**config.mk**
```make
export PLATFORM = sky130hd
export DESIGN_NAME = ofdm_cp_removal
export DESIGN_NICKNAME = d
export VERILOG_FILES = /design/src/rtl/ofdm_cp_removal.sv
export SDC_FILE = /design/constraint.sdc
export NUM_CORES = 1
export LEC_CHECK = 0
export BUFFER_PORTS_ARGS = -buffer_cell sky130_fd_sc_hd__buf_2
export CORE_MARGIN = 10
export CORE_UTILIZATION = 53
export DETAILED_ROUTE_END_ITERATION = 6
export HOLD_SLACK_MARGIN = 0.05
export PLACE_DENSITY = 0.8
export SLEW_MARGIN = 10
export SYNTH_ARGS = -nofsm -noshare
export SYNTH_HDL_FRONTEND = slang
export SYNTH_SLANG_ARGS = --single-unit
```
**constraint.sdc**
```tcl
create_clock -name clk -period 3.1 [get_ports clk]
set_input_delay 0.155 -clock clk [delete_from_list [all_inputs] [get_ports clk]]
set_output_delay 0.155 -clock clk [all_outputs]
set_load 0.02 [all_outputs]
```
**src/rtl/ofdm_cp_removal.sv**
```systemverilog
// Strips the cyclic prefix from a slot-structured OFDM sample stream and forwards
// the FFT_N useful samples of each symbol with last/symbol-index side information.
//
// state | meaning
// IDLE  | waiting for s_sof; all samples dropped
// CP    | dropping cyclic-prefix samples of symbol r_sym
// DATA  | forwarding useful samples of symbol r_sym to the output register
module ofdm_cp_removal #(
  parameter int DATA_W        = 16,
  parameter int FFT_N         = 2048,
  parameter int CP_LEN        = 144,
  parameter int CP_LEN_FIRST  = 160,
  parameter int SYMS_PER_SLOT = 7
) (
  input  logic              clk,
  input  logic              rst_n,
  input  logic              s_valid,
  output logic              s_ready,
  input  logic [DATA_W-1:0] s_i,
  input  logic [DATA_W-1:0] s_q,
  input  logic              s_sof,
  output logic              m_valid,
  input  logic              m_ready,
  output logic [DATA_W-1:0] m_i,
  output logic [DATA_W-1:0] m_q,
  output logic              m_last,
  output logic [3:0]        m_sym_idx,
  output logic              sync_err
);

  localparam int CNT_W = $clog2(FFT_N) + 1;
  localparam logic [CNT_W-1:0] L_FFT      = CNT_W'(FFT_N);
  localparam logic [CNT_W-1:0] L_CP       = CNT_W'(CP_LEN);
  localparam logic [CNT_W-1:0] L_CP_FIRST = CNT_W'(CP_LEN_FIRST);
  localparam logic [3:0]       L_LAST_SYM = 4'(SYMS_PER_SLOT - 1);
  localparam bit               L_CPF_ONE  = (CP_LEN_FIRST == 1);

  typedef enum logic [1:0] {ST_IDLE, ST_CP, ST_DATA} state_t;

  state_t             r_state, w_state_nxt;
  logic [CNT_W-1:0]   r_cnt, w_cnt_nxt, w_cnt_inc, w_cp_len;
  logic [3:0]         r_sym, w_sym_nxt;
  logic               r_m_valid, r_m_last, r_sync_err;
  logic [DATA_W-1:0]  r_m_i, r_m_q;
  logic [3:0]         r_m_sym;
  logic               w_accept, w_sof_expected, w_load, w_load_last, w_resync;

  assign s_ready        = (r_state == ST_DATA) ? (!r_m_valid || m_ready) : 1'b1;
  assign w_accept       = s_valid && s_ready;
  assign w_cnt_inc      = r_cnt + 1'b1;
  assign w_cp_len       = (r_sym == 4'd0) ? L_CP_FIRST : L_CP;
  assign w_sof_expected = (r_state == ST_CP) && (r_sym == 4'd0) && (r_cnt == '0);

  always_comb begin
    w_state_nxt = r_state;
    w_cnt_nxt   = r_cnt;
    w_sym_nxt   = r_sym;
    w_load      = 1'b0;
    w_load_last = 1'b0;
    w_resync    = 1'b0;
    unique case (r_state)
      ST_IDLE: begin
        if (w_accept && s_sof) begin
          w_sym_nxt   = 4'd0;
          w_state_nxt = L_CPF_ONE ? ST_DATA : ST_CP;
          w_cnt_nxt   = L_CPF_ONE ? '0 : CNT_W'(1);
        end
      end
      ST_CP: begin
        if (w_accept) begin
          if (s_sof && !w_sof_expected) begin
            w_resync    = 1'b1;
            w_sym_nxt   = 4'd0;
            w_state_nxt = L_CPF_ONE ? ST_DATA : ST_CP;
            w_cnt_nxt   = L_CPF_ONE ? '0 : CNT_W'(1);
          end else if (w_cnt_inc == w_cp_len) begin
            w_state_nxt = ST_DATA;
            w_cnt_nxt   = '0;
          end else begin
            w_cnt_nxt = w_cnt_inc;
          end
        end
      end
      ST_DATA: begin
        if (w_accept) begin
          if (s_sof) begin
            // resync: the sof sample opens a new slot, the current symbol is cut short
            w_resync    = 1'b1;
            w_sym_nxt   = 4'd0;
            w_state_nxt = L_CPF_ONE ? ST_DATA : ST_CP;
            w_cnt_nxt   = L_CPF_ONE ? '0 : CNT_W'(1);
          end else begin
            w_load    = 1'b1;
            w_cnt_nxt = w_cnt_inc;
            if (w_cnt_inc == L_FFT) begin
              w_load_last = 1'b1;
              w_state_nxt = ST_CP;
              w_cnt_nxt   = '0;
              w_sym_nxt   = (r_sym == L_LAST_SYM) ? 4'd0 : r_sym + 4'd1;
            end
          end
        end
      end
      default: w_state_nxt = ST_IDLE;
    endcase
  end

  always_ff @(posedge clk or negedge rst_n) begin
    if (!rst_n) begin
      r_state <= ST_IDLE;
      r_cnt   <= '0;
      r_sym   <= 4'd0;
    end else begin
      r_state <= w_state_nxt;
      r_cnt   <= w_cnt_nxt;
      r_sym   <= w_sym_nxt;
    end
  end

  always_ff @(posedge clk or negedge rst_n) begin
    if (!rst_n) begin
      r_m_valid  <= 1'b0;
      r_m_last   <= 1'b0;
      r_m_i      <= '0;
      r_m_q      <= '0;
      r_m_sym    <= 4'd0;
      r_sync_err <= 1'b0;
    end else begin
      r_sync_err <= w_resync;
      if (w_load) begin
        r_m_valid <= 1'b1;
        r_m_last  <= w_load_last;
        r_m_i     <= s_i;
        r_m_q     <= s_q;
        r_m_sym   <= r_sym;
      end else if (m_ready) begin
        r_m_valid <= 1'b0;
        r_m_last  <= 1'b0;
      end
    end
  end

  assign m_valid   = r_m_valid;
  assign m_last    = r_m_last;
  assign m_i       = r_m_i;
  assign m_q       = r_m_q;
  assign m_sym_idx = r_m_sym;
  assign sync_err  = r_sync_err;

endmodule

```
; Word-level counts from Yosys, hierarchy flattened
; Cells that the tools add are included.
[totals]
romBits = 0
latch_bits = 0
register_bits = 57
mem_count = 0
output_inout_bits = 40
ram_bits = 0
elab_cells = 79
[classes]
n_eq_ne = 11
magnitude_cmp = 0
bitwise = 0
n_reduce_logical = 16
div_mod_pow = 0
add_sub_neg = 2
n_mux = 41
n_mul = 0
n_shift = 0
[op_table]
columns = op, count
row1 = 2-to-1 mux 12 bit, 7
row2 = case mux 12 bit (3 select lines), 1
row3 = 2-to-1 mux 4 bit, 7
row4 = 2-to-1 mux 1 bit, 15
row5 = 2-to-1 mux 2 bit, 7
row6 = "adder 12 x 1 -> 12 bit, second input constant", 1
row7 = "== test 12 bit, second input constant", 1
row8 = == test 12 x 8 -> 1 bit, 1
row9 = logical NOT 12 bit, 1
row10 = case mux 4 bit (3 select lines), 1
row11 = 2-to-1 mux 6 bit, 1
row12 = "inequality test 2 bit, second input constant", 3
row13 = case mux 2 bit (3 select lines), 1
row14 = AND reduction 6 bit, 1
row15 = logical AND 1 bit, 5
row16 = AND reduction 5 bit, 1
row17 = "adder 4 x 1 -> 4 bit, second input constant", 1
row18 = "== test 4 x 3 -> 1 bit, second input constant", 1
row19 = logical NOT 4 bit, 1
row20 = AND reduction 4 bit, 1
row21 = "inequality test 3 x 1 -> 1 bit, second input constant", 1
row22 = "inequality test 3 x 2 -> 1 bit, second input constant", 1
row23 = nonzero test 3 bit, 1
row24 = "== test 2 x 1 -> 1 bit, second input constant", 1
row25 = 7 further kinds, 8

; Logic depth before layout (Yosys ltp)
; Gate-level depths: netlist (run 1).
[depth]
depth_word = 8
mapped_depth = 11
mapped_depth_nobuf = 9

; Worst setup path before layout (run 1)
; Ideal clock, no wire load.
[synth_path]
path_kind = flip-flop to flip-flop
from = register r_sym[0]
to = register r_state[0]
n_path_buf = 0
arrival_time_ns = 2.166
stages_incl_launch_ff = 10
slack_ns = 0.810
required_ns = 2.975
path_cell_list = dfrtp_1 > inv_1 > ha_1 > nor3b_1 > mux2i_1 > o32ai_1 > and4b_4 > and2_1 > o21ai_0 > mux2_2
[synth_via]
elab_chain_cells = 8
[synth_lines]
columns = item, line_no
row1 = from (decl), 42  ; logic [3:0] r_sym, w_sym_nxt;
row2 = from (signal assigned), 116  ; r_sym <= w_sym_nxt;
row3 = logical NOT 4 bit (*), "51, 52"
row4 = branches (longest 7 deep; another with == test 12 x 8 -> 1 bit), --
row5 = to (signal assigned), 114  ; r_state <= w_state_nxt;
row6 = to (decl), 40  ; state_t r_state, w_state_nxt;
; Mark *: on every way between the ends. The select of a mux whose other input is x is not followed.
; A chain may end at the register's enable or synchronous reset.

; Worst setup path in the final report (run 1)
[layout_path]
from = register r_sym[0]
to = register r_cnt[6]
[layout_via]
elab_chain_cells = 8
[layout_lines]
columns = item, line_no
row1 = logical NOT 4 bit (*), "51, 52"
row2 = branches (longest 4 deep; another with == test 12 x 8 -> 1 bit), --
row3 = 2-to-1 mux 12 bit (*), 71  ; if (s_sof && !w_sof_expected) begin
row4 = 2-to-1 mux 12 bit (*), 70  ; if (w_accept) begin
row5 = case mux 12 bit (3 select lines) (*), 61  ; unique case (r_state)
row6 = to (signal assigned), 115  ; r_cnt <= w_cnt_nxt;
row7 = to (decl), 41  ; logic [CNT_W-1:0] r_cnt, w_cnt_nxt, w_cnt_inc, w_cp_len;
; Marks and branches as above.

==> results of run 1 <==
## kinds of logic (layout without fill, tap and decap cells)
kind of cell	after synthesis	count (layout)	synth area share, %
DFF	57	57	48.0
muxes	36	36	13.5
xor gates and xnor gates	4	4	1.18
and+or+nand+nor	76	76	15.2
buffers and inverters	28	139	4.25
AOI/OAI and AO/OA	58	58	14.1
adders and majority gates	9	9	3.79
## area by class of cell
class                      instances  area, um2  share of cell area, %
clock inverter                     6       42.5                   1.10
inverter                          13       48.8                   1.26
tap                               72       90.1                   2.32
clock buffer                      10        138                   3.55
sequential                        57       1430                   36.8
timing repair buffer             110        713                   18.4
multi-input combinational        183       1420                   36.6
## per-stage QoR
| stage | utilization [%] | hold WS (ns) | total power [uW] |
|---|---|---|---|
| CTS | 70.9 | 0.0512 | 1910 |
| floorplan | - | -0.141 | 1160 |
| global route | 70.9 | 0.0535 | 2030 |
| global placement | 61.9 | 0.185 | 1240 |
| finish | 70.9 | 0.0614 | 1920 |
| detailed placement | 61.9 | 0.190 | 1250 |
## routing by layer
layer	global-route usage, %	vias to the layer above	wire [um]	share of wire [%]
met5	0	-	0	0
met4	8.73	0	162	2.0
met3	6.11	19	674	8.2
met2	30.4	101	3940	48
met1	22.5	1235	3470	42
li1	-	1190	-	-
## worst register-to-register path: stages, from the launching register on
cell,delay (ns)
sky130_fd_sc_hd__dfrtp_1,0.42
sky130_fd_sc_hd__inv_1,0.12
sky130_fd_sc_hd__ha_1,0.15
sky130_fd_sc_hd__nor3b_1,0.61
sky130_fd_sc_hd__a21boi_0,0.27
sky130_fd_sc_hd__o32ai_1,0.12
sky130_fd_sc_hd__and4b_4,0.22
sky130_fd_sc_hd__a211oi_4,0.53
sky130_fd_sc_hd__and3_1,0.24
sky130_fd_sc_hd__a221o_1,0.10
## where the power goes
| group | switching (uW) | internal, uW | leakage, uW |
|---|---|---|---|
| sequential | 55.5 | 771 | 0.000790 |
| combinational | 271 | 185 | 0.00109 |
| clock | 320 | 312 | 0.0000887 |
| total | 647 | 1270 | 0.00197 |
## state kept, by name, summed over array words and instances (netlist names)
register / cells
m_sym_idx: 4
m_valid: 1
r_state: 2
m_i: 16
r_sym: 4
sync_err: 1
r_cnt: 12
m_last: 1
m_q: 16
## cell usage after synthesis (all sizes together), types with 4 or more instances
cell    number  area share (%)
a31oi        4            0.84
clkbuf       9             1.2
nor3         4            0.67
and2         5             1.1
nand3        9             1.5
xnor2        4             1.2
nand2       19             2.4
ha           9             3.8
inv         13             1.6
dfrtp       57              48
a21oi        9             1.5
nand3b       6             1.6
o21ai       19             3.2
and3         6             1.3
nor2         4            0.50
nand4        5             1.3
buf          6             1.4
o31ai        4             1.5
mux2        34              13
## cell usage in the layout (no fill, tap or decap), types with 10 or more instances in the layout
cell                            netlist  layout
sky130_fd_sc_hd__buf_2                4      76
sky130_fd_sc_hd__dfrtp_1             57      57
sky130_fd_sc_hd__mux2_2              34      34
sky130_fd_sc_hd__dlygate4sd3_1        0      31
sky130_fd_sc_hd__nand2_1             19      19
sky130_fd_sc_hd__o21ai_0             17      17
sky130_fd_sc_hd__inv_1               12      12
sky130_fd_sc_hd__clkbuf_8             0      10
## how the worst max path moves through the flow
stage          depth (start not counted)                     end                  from
2_1_floorplan                          9  r_state[0]$_DFFE_PN0P_  r_sym[0]$_DFFE_PN0P_
3_3_place_gp                           9    r_cnt[6]$_DFFE_PN0P_  r_sym[0]$_DFFE_PN0P_
3_5_place_dp                           9    r_cnt[6]$_DFFE_PN0P_  r_sym[0]$_DFFE_PN0P_
4_1_cts                                9    r_cnt[6]$_DFFE_PN0P_  r_sym[0]$_DFFE_PN0P_
5_1_grt                                9    r_cnt[7]$_DFFE_PN0P_  r_sym[1]$_DFFE_PN0P_
6_report                               9    r_cnt[6]$_DFFE_PN0P_  r_sym[0]$_DFFE_PN0P_
==> results.ini, run 1 <==
[final_layout]
stdcell_count=451
final_layout_size_suffix_gt1_share_pct=36.9
num-fill-cells=384
finish.net_count=420
post-route-cell-area_um2=3880
n_antenna_cell=0
layout-area-overhead-vs-synth_pct=30.5

[power]
pwr_density_cell_nw_per_um2=494
vdd.ir_drop.worst_v=0.000357
leakage_uw=0.00197

[grt]
grt-ovfl-total=0
grt_max_degree=32
vias_in_the_first_global_route=2583
grt_util_all_layers_pct=18.9
grt_antenna_before_repair=0
grt_first_pass_wirelength_um=13200

[clock_network]
tritoncts_clock_tree=yes
cts.clk_slew.worst_paths_ns=0.07
cts_num_sinks=57
cts_post_setup_buffers_inserted=0
cts_root_cell=sky130_fd_sc_hd__clkbuf_8
htree_num_levels=3
max-clock-path-buffers=2
postCtsResizedCells=0
clock_latency_ns=0.34
cts_inserted_buffers=9
post_cts_hold_buffer_count=31

[sta]
post_layout_minimum_cycle_time_ns=2.82
final-max-slew-violation-count=0
timing.clock.skew_ns=0.0133
worstMarginPinSlew_ns=0.728
finalHoldViolCount=0
final-setup-viol-count=0
max_freq_mhz=355
grt_setup_unrepaired=false
fin_setup_tns_ns=0
maxSlewHeadroom_pct=51.4
layout_worst_path_cycle_share_pct=90.9
worst_setup_margin_ns=0.283

[critical_path]
rr_worst_depth=9
timing.critical_path.slowest_stage_cell=sky130_fd_sc_hd__nor3b_1
start_kind=register
regToRegSetupSlack_ns=0.28
crit_path_cell_trace=inv_1 > ha_1 > nor3b_1 > a21boi_0 > o32ai_1 > and4b_4 > a211oi_4 > and3_1 > a221o_1
r2r_start=r_sym[0]$_DFFE_PN0P_
critPathArrivalTime_ns=3.09
critical_path.max_stage_delay_ns=0.61
crit_buf_inv=1
timing.critical_path.max_delay_family=simple AND/OR/NAND/NOR gates
crit-reg2reg-capture=r_cnt[6]$_DFFE_PN0P_
end_kind=register
data_required_time_of_the_worst_path_ns=3.38
crit_path_max_fanout=13
path_class=reg -> reg

[placement]
port-buffer-count=76
placed_area_um2=3390
hpwlAfterDp_um=5210
gp_congestion=0.909
pre_cts_setup_slack_ns=0.331
place_inst=404

[drt]
route.final.wire_length_um=8250
viasPerCell=5.64
remaining_drc_errors=0
vias=2545
number_of_optimization_iterations_in_the_first_detailed_route_pass=4
detailedRoute.firstIterationViolations=88
drt_wl_cell_um=18.3
post_route_ant_nets=0

[die]
core_um2=5470
std_cell_rows=27
die_area_um2=9010
die-width_um=94.9
die_height_um=94.9
initial_utilization_pct=54.3
ios=77

[synthesis]
yosys_register_bits=57
synth_area_per_cell_um2=11.1
async_reset_ff_share_pct=100
synthesis.yosys.warnings=0
synth-edff-count=0
synth-seq-area-share_pct=48.0
synth_cells=268
synth_nets=314
synth_cell_type_count=57
mappedNetlistArea_um2=2970
synthFlopType=sky130_fd_sc_hd__dfrtp_1

[run]
maxcap_viol_count=0

[worst_hold_path]
worstHoldPathCells=2
min-delay-start=s_q[8]
min_path_type=in -> reg
worstHoldEndpoint=m_q[8]$_DFFE_PN0P_

[run_status]
status=finished, final reports clean

(Power assumes the default switching activity.)
==> inputs of run 2 (changes only) <==
==> constraint.sdc (replaced) <==
create_clock -name clk -period 3.1 [get_ports clk]
set_input_delay 0.31 -clock clk [delete_from_list [all_inputs] [get_ports clk]]
set_output_delay 0.31 -clock clk [all_outputs]
set_load 0.02 [all_outputs]
==> results.ini, run 2 (synthesis results as in run 1) <==
[run_status]
status=finished, final reports clean

[worst_hold_path]
min_path_type=in -> reg

[final_layout]
commonest_non_fill_non_tap_cell_in_the_layout=sky130_fd_sc_hd__buf_2
final_cell_mix=sky130_fd_sc_hd__buf_2, sky130_fd_sc_hd__dfrtp_1, sky130_fd_sc_hd__mux2_2, sky130_fd_sc_hd__nand2_1, sky130_fd_sc_hd__o21ai_0
stdcell_count=422
n_antenna_cell=0
layout-area-overhead-vs-synth_pct=22.5
final_layout_size_suffix_gt1_share_pct=39.7
finish.net_count=391

[die]
ios=77
core_um2=5470
initial_utilization_pct=54.3
die_height_um=94.9
die_area_um2=9010
std_cell_rows=27
die-width_um=94.9

[drt]
number_of_optimization_iterations_in_the_first_detailed_route_pass=4
remaining_drc_errors=0
post_route_ant_nets=0
vias=2366
detailedRoute.firstIterationViolations=136
viasPerCell=5.61
route.final.wire_length_um=7020
drt_wl_cell_um=16.6

[critical_path]
timing.critical_path.max_delay_family=compound AO/OA/AOI/OAI gates
crit_path_cell_trace=inv_1 > ha_1 > nor3b_1 > a21boi_0 > o32ai_1 > and4b_4 > a211oi_4 > a21boi_0 > a21o_1
end_kind=register
critPathArrivalTime_ns=3.18
timing.critical_path.slowest_stage_cell=sky130_fd_sc_hd__nor3b_1
data_required_time_of_the_worst_path_ns=3.37
cp_common_cell=sky130_fd_sc_hd__a21boi_0
path_class=reg -> reg
crit_buf_inv=1
start_kind=register
crit_path_max_fanout=13
critical_path.max_stage_delay_ns=0.59

[sta]
post_layout_minimum_cycle_time_ns=2.91
timing.clock.skew_ns=0.0119
layout_worst_path_cycle_share_pct=93.8
final.hold.worst_slack_ns=0.185
max_freq_mhz=344
fin_setup_tns_ns=0
final-max-slew-violation-count=0
maxSlewHeadroom_pct=52.7
worstMarginPinSlew_ns=0.709
finalHoldViolCount=0
final-setup-viol-count=0
grt_setup_unrepaired=false

[clock_network]
cts_root_cell=sky130_fd_sc_hd__clkbuf_8
htree_num_levels=3
cts_num_sinks=57
cts_inserted_buffers=9
cts_post_setup_buffers_inserted=0
cts.clk_slew.worst_paths_ns=0.07
max-clock-path-buffers=2
clock_latency_ns=0.33
tritoncts_clock_tree=yes

[grt]
grt_antenna_before_repair=0
grt_max_degree=27
grt-ovfl-total=0
grt_util_all_layers_pct=16.0
vias_in_the_first_global_route=2307
grt_first_pass_wirelength_um=11500

[placement]
hpwlAfterDp_um=5450
gp_congestion=0.916
port-buffer-count=76
place_inst=405

[power]
pwr_density_cell_nw_per_um2=568
vdd.ir_drop.worst_v=0.000591
leakage_uw=0.00188

[run]
maxcap_viol_count=0

-- run 2: cell count changes in the layout (fill, tap and decap cells not counted), sizes merged --
cell	delta
clkbuf	+1
clkinvlp	-2
dlygate4sd3	-30
buf	+1
inv	-1
clkinv	-1
bufinv	+3
-- run 2: worst paths after layout --
kind	to	from	cells after the start	slack (ns)
worst max-delay path	r_cnt[7]$_DFFE_PN0P_	r_sym[0]$_DFFE_PN0P_	9	0.19
worst min-delay path	m_valid$_DFFE_PN0P_	m_ready	2	0.18
worst max register to register	r_cnt[7]$_DFFE_PN0P_	r_sym[0]$_DFFE_PN0P_	9	0.19
worst min register to register	m_sym_idx[3]$_DFFE_PN0P_	m_sym_idx[3]$_DFFE_PN0P_	2	0.48
max in group asynchronous	m_last$_DFFE_PN0P_	rst_n	3	2.06
min in group asynchronous	r_cnt[1]$_DFFE_PN0P_	rst_n	2	0.42
-- run 2: stage by stage --
step	power (uW)	worst slack [ns]	cell area (um2)	util, %
floorplan	1160	0.810	2970	-
global placement	1240	0.344	3400	62.1
detailed placement	1260	0.202	3400	62.1
CTS	2090	0.182	3640	66.6
global route	2190	0.0282	3640	66.6
finish	2070	0.191	3640	66.6
-- run 2: power breakdown --
group	internal, uW	switching, uW	total (uW)
clock	534	283	818
combinational	161	263	424
sequential	772	56.7	828
total	1470	603	2070
-- run 2: per-layer routing --
metal / vias up / track usage [%] / share of wire (%)
li1: 1133 / - / -
met1: 1133 / 20.5 / 44
met2: 94 / 24.2 / 45
met3: 6 / 5.55 / 10
met4: 0 / 6.61 / 1.3
met5: - / 0 / 0
-- run 2: cell type report --
cell class,instances,area [um2]
Clock inverter,5,104
Fill cell,433,1830
Timing Repair Buffer,81,420
Inverter,13,48.8
Tap cell,72,90.1
Clock buffer,11,131
Multi-Input combinational cell,183,1420
Sequential cell,57,1430
-- run 2: timing repair --
action                                 CTS  global route
hold buffers                             1             0
endpoints found under the hold margin   12             0
resized for setup                        0             0
